[config.mk]
export PLATFORM = sky130hd
export DESIGN_NAME = div_iter_unit_flat
export DESIGN_NICKNAME = d
export VERILOG_FILES = /design/src/rtl/div_iter_unit_if.sv /design/src/rtl/div_iter_unit.sv /design/src/flat_wrapper.sv
export SDC_FILE = /design/constraint.sdc
export NUM_CORES = 1
export LEC_CHECK = 0
export ABC_AREA = 1
export CAP_MARGIN = 5
export CORE_ASPECT_RATIO = 1.5
export CORE_MARGIN = 5
export CORE_UTILIZATION = 46
export CTS_CLUSTER_SIZE = 28
export DETAILED_ROUTE_END_ITERATION = 7
export PLACE_DENSITY = 0.74
export SLEW_MARGIN = 20
export SYNTH_ARGS = -nofsm -noshare
export SYNTH_HDL_FRONTEND = slang
export SYNTH_SLANG_ARGS = --single-unit
[constraint.sdc]
create_clock -name clk -period 3.85 [get_ports clk]
set_input_delay 0.5775 -clock clk [delete_from_list [all_inputs] [get_ports clk]]
set_output_delay 0.5775 -clock clk [all_outputs]
set_load 0.05 [all_outputs]
[src/rtl/div_iter_unit_if.sv]
// Handshake and operand/result bundle between the EX stage and the iterative divider.
interface div_iter_unit_if #(
    parameter int unsigned WIDTH = 32
);
    logic             start;
    logic             signed_op;
    logic             cancel;
    logic [WIDTH-1:0] dividend;
    logic [WIDTH-1:0] divisor;
    logic             stall;
    logic             done;
    logic [WIDTH-1:0] quotient;
    logic [WIDTH-1:0] remainder;

    modport master (
        output start, signed_op, cancel, dividend, divisor,
        input  stall, done, quotient, remainder
    );

    modport slave (
        input  start, signed_op, cancel, dividend, divisor,
        output stall, done, quotient, remainder
    );
endinterface

[src/rtl/div_iter_unit.sv]
// Iterative radix-2 restoring divider for MIPS DIV/DIVU; produces LO (quotient) and HI (remainder).
// Signed operands are divided as magnitudes and the signs are restored on the final step.
module div_iter_unit #(
    parameter int unsigned WIDTH = 32
) (
    input  logic          clk,
    input  logic          rst_n,
    div_iter_unit_if.slave bus
);
    localparam int unsigned CNT_W = (WIDTH > 1) ? $clog2(WIDTH) : 1;
    localparam logic [CNT_W-1:0] CNT_LAST = CNT_W'(WIDTH - 1);

    typedef enum logic [1:0] {
        S_IDLE = 2'd0,
        S_BUSY = 2'd1,
        S_DONE = 2'd2
    } state_t;

    state_t           r_state;
    state_t           w_state_next;
    logic [CNT_W-1:0] r_cnt;
    logic [WIDTH-1:0] r_rem;
    logic [WIDTH-1:0] r_quo;
    logic [WIDTH-1:0] r_div;
    logic             r_neg_q;
    logic             r_neg_r;
    logic [WIDTH-1:0] r_quotient;
    logic [WIDTH-1:0] r_remainder;

    logic             w_accept;
    logic             w_a_neg;
    logic             w_b_neg;
    logic [WIDTH-1:0] w_a_mag;
    logic [WIDTH-1:0] w_b_mag;
    logic [WIDTH:0]   w_shift;
    logic [WIDTH:0]   w_diff;
    logic [WIDTH-1:0] w_rem_next;
    logic [WIDTH-1:0] w_quo_next;
    logic [WIDTH-1:0] w_q_fix;
    logic [WIDTH-1:0] w_r_fix;

    assign w_accept = (r_state == S_IDLE) && bus.start && !bus.cancel;

    // Operand magnitudes; the most negative value maps onto itself, which is correct unsigned.
    assign w_a_neg = bus.signed_op & bus.dividend[WIDTH-1];
    assign w_b_neg = bus.signed_op & bus.divisor[WIDTH-1];
    assign w_a_mag = w_a_neg ? WIDTH'(-bus.dividend) : bus.dividend;
    assign w_b_mag = w_b_neg ? WIDTH'(-bus.divisor)  : bus.divisor;

    // One restoring shift-subtract step.
    assign w_shift    = {r_rem, r_quo[WIDTH-1]};
    assign w_diff     = w_shift - {1'b0, r_div};
    assign w_rem_next = w_diff[WIDTH] ? w_shift[WIDTH-1:0] : w_diff[WIDTH-1:0];
    assign w_quo_next = {r_quo[WIDTH-2:0], ~w_diff[WIDTH]};
    assign w_q_fix    = r_neg_q ? WIDTH'(-w_quo_next) : w_quo_next;
    assign w_r_fix    = r_neg_r ? WIDTH'(-w_rem_next) : w_rem_next;

    always_ff @(posedge clk or negedge rst_n) begin
        if (!rst_n) begin
            r_state <= S_IDLE;
        end else begin
            r_state <= w_state_next;
        end
    end

    always_comb begin
        w_state_next = r_state;
        bus.stall    = 1'b0;
        if (bus.cancel) begin
            w_state_next = S_IDLE;
        end else begin
            unique case (r_state)
                S_IDLE: begin
                    if (bus.start) begin
                        bus.stall    = 1'b1;
                        w_state_next = (bus.divisor == '0) ? S_DONE : S_BUSY;
                    end
                end
                S_BUSY: begin
                    bus.stall = 1'b1;
                    if (r_cnt == CNT_LAST) begin
                        w_state_next = S_DONE;
                    end
                end
                S_DONE:  w_state_next = S_IDLE;
                default: w_state_next = S_IDLE;
            endcase
        end
    end

    // Datapath: operand capture, iteration, and result write on entry to DONE.
    always_ff @(posedge clk or negedge rst_n) begin
        if (!rst_n) begin
            r_cnt       <= '0;
            r_rem       <= '0;
            r_quo       <= '0;
            r_div       <= '0;
            r_neg_q     <= 1'b0;
            r_neg_r     <= 1'b0;
            r_quotient  <= '0;
            r_remainder <= '0;
        end else if (w_accept) begin
            r_cnt   <= '0;
            r_rem   <= '0;
            r_quo   <= w_a_mag;
            r_div   <= w_b_mag;
            r_neg_q <= w_a_neg ^ w_b_neg;
            r_neg_r <= w_a_neg;
            if (bus.divisor == '0) begin
                r_quotient  <= '1;
                r_remainder <= bus.dividend;
            end
        end else if ((r_state == S_BUSY) && !bus.cancel) begin
            r_rem <= w_rem_next;
            r_quo <= w_quo_next;
            r_cnt <= r_cnt + CNT_W'(1);
            if (r_cnt == CNT_LAST) begin
                r_quotient  <= w_q_fix;
                r_remainder <= w_r_fix;
            end
        end
    end

    assign bus.done      = (r_state == S_DONE);
    assign bus.quotient  = r_quotient;
    assign bus.remainder = r_remainder;
endmodule

[src/flat_wrapper.sv]
// flat-port wrapper written by rule: the top's interface ports become plain ports
module div_iter_unit_flat 
#(
    parameter int unsigned WIDTH = 32
)
  (clk, rst_n, bus_start, bus_signed_op, bus_cancel, bus_dividend, bus_divisor, bus_stall, bus_done, bus_quotient, bus_remainder);
  div_iter_unit_if #(.WIDTH(WIDTH)) bus_i ();
  input  logic clk;
  input  logic rst_n;
  input wire logic [$bits(bus_i.start)-1:0] bus_start;
  input wire logic [$bits(bus_i.signed_op)-1:0] bus_signed_op;
  input wire logic [$bits(bus_i.cancel)-1:0] bus_cancel;
  input wire logic [$bits(bus_i.dividend)-1:0] bus_dividend;
  input wire logic [$bits(bus_i.divisor)-1:0] bus_divisor;
  output wire logic [$bits(bus_i.stall)-1:0] bus_stall;
  output wire logic [$bits(bus_i.done)-1:0] bus_done;
  output wire logic [$bits(bus_i.quotient)-1:0] bus_quotient;
  output wire logic [$bits(bus_i.remainder)-1:0] bus_remainder;
  assign bus_i.start = bus_start;
  assign bus_i.signed_op = bus_signed_op;
  assign bus_i.cancel = bus_cancel;
  assign bus_i.dividend = bus_dividend;
  assign bus_i.divisor = bus_divisor;
  assign bus_stall = bus_i.stall;
  assign bus_done = bus_i.done;
  assign bus_quotient = bus_i.quotient;
  assign bus_remainder = bus_i.remainder;
  div_iter_unit #(.WIDTH(WIDTH)) u_core (.clk(clk), .rst_n(rst_n), .bus(bus_i));
endmodule
==> out/metrics.cfg <==
[run_status]
status = finished, final reports clean

[synth]
async_flop_share_pct = 100
ys_seq_area_share_pct = 31.8
synth_top_family_by_area = simple AND/OR/NAND/NOR gates
synth_cell_type_count = 55
yosys_register_bits = 169
synth-main-ff-cell = dfrtp_1
synth_mux_area_share_pct = 0
yosys.area_share.simple_pct = 36.3
synth_nets = 2154
synth-xor-area-share_pct = 3.36
synth-edff-count = 0
yosys_warnings = 0
synthCells = 2046
syn_avg_cell_area_um2 = 6.49
synthAdderAreaFrac_pct = 3.73
synthesis.area_mm2 = 0.0133
synth_top_area_cell = dfrtp_1
synthDominantCellAreaShare_pct = 31.8
ys_top_cells_by_area = dfrtp_1 32%, nand2_1 18%, inv_1 8.4%, nor2_1 4.9%, nand3_1 4.8%
synth_compound_area_share_pct = 13.8

[power]
p_leak_nw = 8.09
p_int_mw = 5.88
p_seq_share_pct = 19.4
power_mw = 12.7
vdd_drop_max_mv = 0.561
netSwitchingPower_mw = 6.86
pwr-share-comb_pct = 67.1
clock_power_share_pct = 13.5
p_per_area_mw_per_mm2 = 801
p_sw_share_pct = 53.9

[clock_network]
clock_sinks = 169
holdBufCountCts = 0
cts_buffers = 17
htreeDepth = 4
clk_pin_slew_ns = 0.07
cts_tree = done
clockBufferDepth = 2
cts-root-buf = clkbuf_16
clk_latency_ns = 0.46

[grt]
grt_max_degree = 99
gr-total-overflow = 0
antenna_found_initial = 0
grt.total_usage_pct = 30.3
grt_pass1_vias = 14000
grt_pass1_wl_um = 76100

[setup_path]
slowest_delay_ns = 0.38
path_delay_family = simple AND/OR/NAND/NOR gates
critPathLaunchType = register
endpoint_kind = register
crit_path_max_fanout = 18
critPathBufInv = 5
worstPathRequired_ns = 4.19
crit_path_frequent_cell = nand2_1
slowest_stage = dfrtp_1
critPathArrivalTime_ns = 3.90
critPathKind = register to register

[floorplanning]
die_y_um = 218
initial_core_util_pct = 46.4
coreArea_mm2 = 0.0286
dieWidth_um = 149
ios = 135
rows = 76
floorplan.die_area_mm2 = 0.0324

[timing]
final-setup-viol-count = 0
worst_pin_slew_ns = 0.952
rsz0062_at_grt = false
fmaxAchievable_mhz = 281
drv_slew = 0
hold_viol_final = 0
setup_tns_ns = 0
final.min_clock_period_ns = 3.56
finClkSkew_ns = 0.0126
min_period_over_period_pct = 92.4
slew_headroom_pct = 36.6

[cells_and_area]
drive_above_1_share_pct = 8.74
syn2layout_area_growth_pct = 19.8
nets = 2291
antennaDiodeCount = 0

[place]
dp_hpwl_um = 38600
gp_congestion = 1.09
port_buffers = 134

[job]
maxCapViolations = 0

[detailed_routing]
drtIter0Drc = 1095
drc = 0
via_count = 14200
ant_nets = 0
first_pass_iters = 6
viasPerCell = 5.48
wl_per_cell_um = 19.0
routed_wl_um = 49100

[hold_path]
min_path_type = input pin to async pin

## final cells by class
class | count | area (um^2)
fillers | 2812 | 12700
clock inverters | 12 | 114
repair buffers | 186 | 1800
clock buffers | 20 | 457
well taps | 390 | 488
flip-flops and latches | 169 | 4230
inverters | 305 | 1140
multi-input cells | 1504 | 7690
## cell usage in the layout, fill, tap and decap left out, types with 15 or more instances in the layout
cell and n:
nor2_1 169, o22ai_1 46, nand3_1 125, inv_1 293, nor3_1 37, ha_1 37, a31oi_1 24, dfrtp_1 169
a21oi_1 70, nand2_1 626, nand4_1 28, clkdlybuf4s50_1 132, xnor2_1 15, buf_4 47, o21ai_0 103, nand2_2 31
clkbuf_16 17, nor2_2 18, xor2_1 36
## layer usage
| metal | up-vias | part of all wire (%) | global-route usage (%) |
|---|---|---|---|
| li1 | 6856 | - | - |
| met1 | 6557 | 36 | 33.3 |
| met2 | 563 | 51 | 54.1 |
| met3 | 195 | 4.4 | 3.75 |
| met4 | 0 | 8.4 | 20.7 |
| met5 | - | 0 | 0 |
## metrics by stage
stage / hold WS [ns] / worst slack [ns] / cells / instance area, um^2 / util, %
floorplan: 0.282 / 0.346 / 2046 / 13300 / -
global placement: 0.446 / 0.133 / 2553 / 15300 / 53.3
detailed placement: 0.465 / 0.00248 / 2553 / 15300 / 53.3
CTS: 0.257 / 0.00242 / 2585 / 15800 / 55.3
global route: 0.291 / 0.00325 / 2586 / 15900 / 55.6
finish: 0.235 / 0.292 / 2586 / 15900 / 55.6
## repair_timing
| action | in CTS | in global routing |
|---|---|---|
| pin swaps | 0 | 4 |
| gates resized for setup | 1 | 21 |
| setup endpoints to repair | 1 | 35 |
| cloned | 0 | 0 |
| buffers inserted | 0 | 1 |
## Yosys cell counts, types with 5 or more instances
cell type    n
o21ai_2      5
o21ai_1     10
buf_1        6
and2_1       6
xnor2_1     15
nand3_1    128
o21ai_0    104
or2_2        9
o221ai_1    11
a21oi_1     71
dfrtp_1    169
xor2_1      36
o211ai_1    11
a31oi_1     24
inv_1      297
nand2_1    627
clkbuf_1    52
inv_2        6
nor4_1      12
nand3b_1    13
o22ai_1     46
ha_1        38
nand2_4      6
nand2_2     31
nand4_1     28
nor2_1     173
nor2_2      15
nor3_1      38
## flip-flops by register name, indices dropped and copies added (netlist names)
name                  count
u_core.r_rem             32
u_core.r_neg_r            1
u_core.r_div             32
u_core.r_neg_q            1
u_core.bus.quotient      32
u_core.r_state            2
u_core.bus.remainder     32
u_core.r_cnt              5
u_core.r_quo             32
## logic make-up after synthesis
logic type / count (synthesis)
AOI/OAI and AO/OA: 311
xor gates and xnor gates: 51
adders and majority gates: 39
buffers and inverters: 373
DFF: 169
and+or+nand+nor: 1103
## power groups by stage
stage / logic (mW) / clock network (mW) / registers, mW
6_report: 8.55 / 1.72 / 2.47
3_5_place_dp: 8.22 / 0 / 2.49
5_1_grt: 9.54 / 1.81 / 2.51
3_3_place_gp: 8.17 / 0 / 2.48
4_1_cts: 8.30 / 1.74 / 2.46
2_1_floorplan: 6.12 / 0 / 2.35
## final timing paths
kind / start / to / slack (ns) / cells past startpoint
hold reg to reg: u_core.r_cnt[3]$_DFFE_PN0P_ / u_core.r_cnt[3]$_DFFE_PN0P_ / 0.48 / 1
hold / removal: rst_n / u_core.bus.quotient[29]$_DFFE_PN0P_ / 0.24 / 1
max in group asynchronous: rst_n / u_core.bus.remainder[25]$_DFFE_PN0P_ / 2.63 / 2
setup / recovery: u_core.r_quo[31]$_DFFE_PN0P_ / u_core.bus.remainder[20]$_DFFE_PN0P_ / 0.29 / 28
setup reg to reg: u_core.r_quo[31]$_DFFE_PN0P_ / u_core.bus.remainder[20]$_DFFE_PN0P_ / 0.29 / 28
min in group clk: u_core.r_cnt[3]$_DFFE_PN0P_ / u_core.r_cnt[3]$_DFFE_PN0P_ / 0.48 / 1
## worst reg2reg max path, delay by kind of cell (launching register included)
| family | cells | cell delay, ns |
|---|---|---|
| AND/OR/NAND/NOR | 21 | 1.99 |
| flip-flops | 1 | 0.38 |
| buffers and inverters | 5 | 0.57 |
| adder cells (fa/ha/maj) | 2 | 0.48 |
No activity file was read; power rests on OpenSTA's default activity.
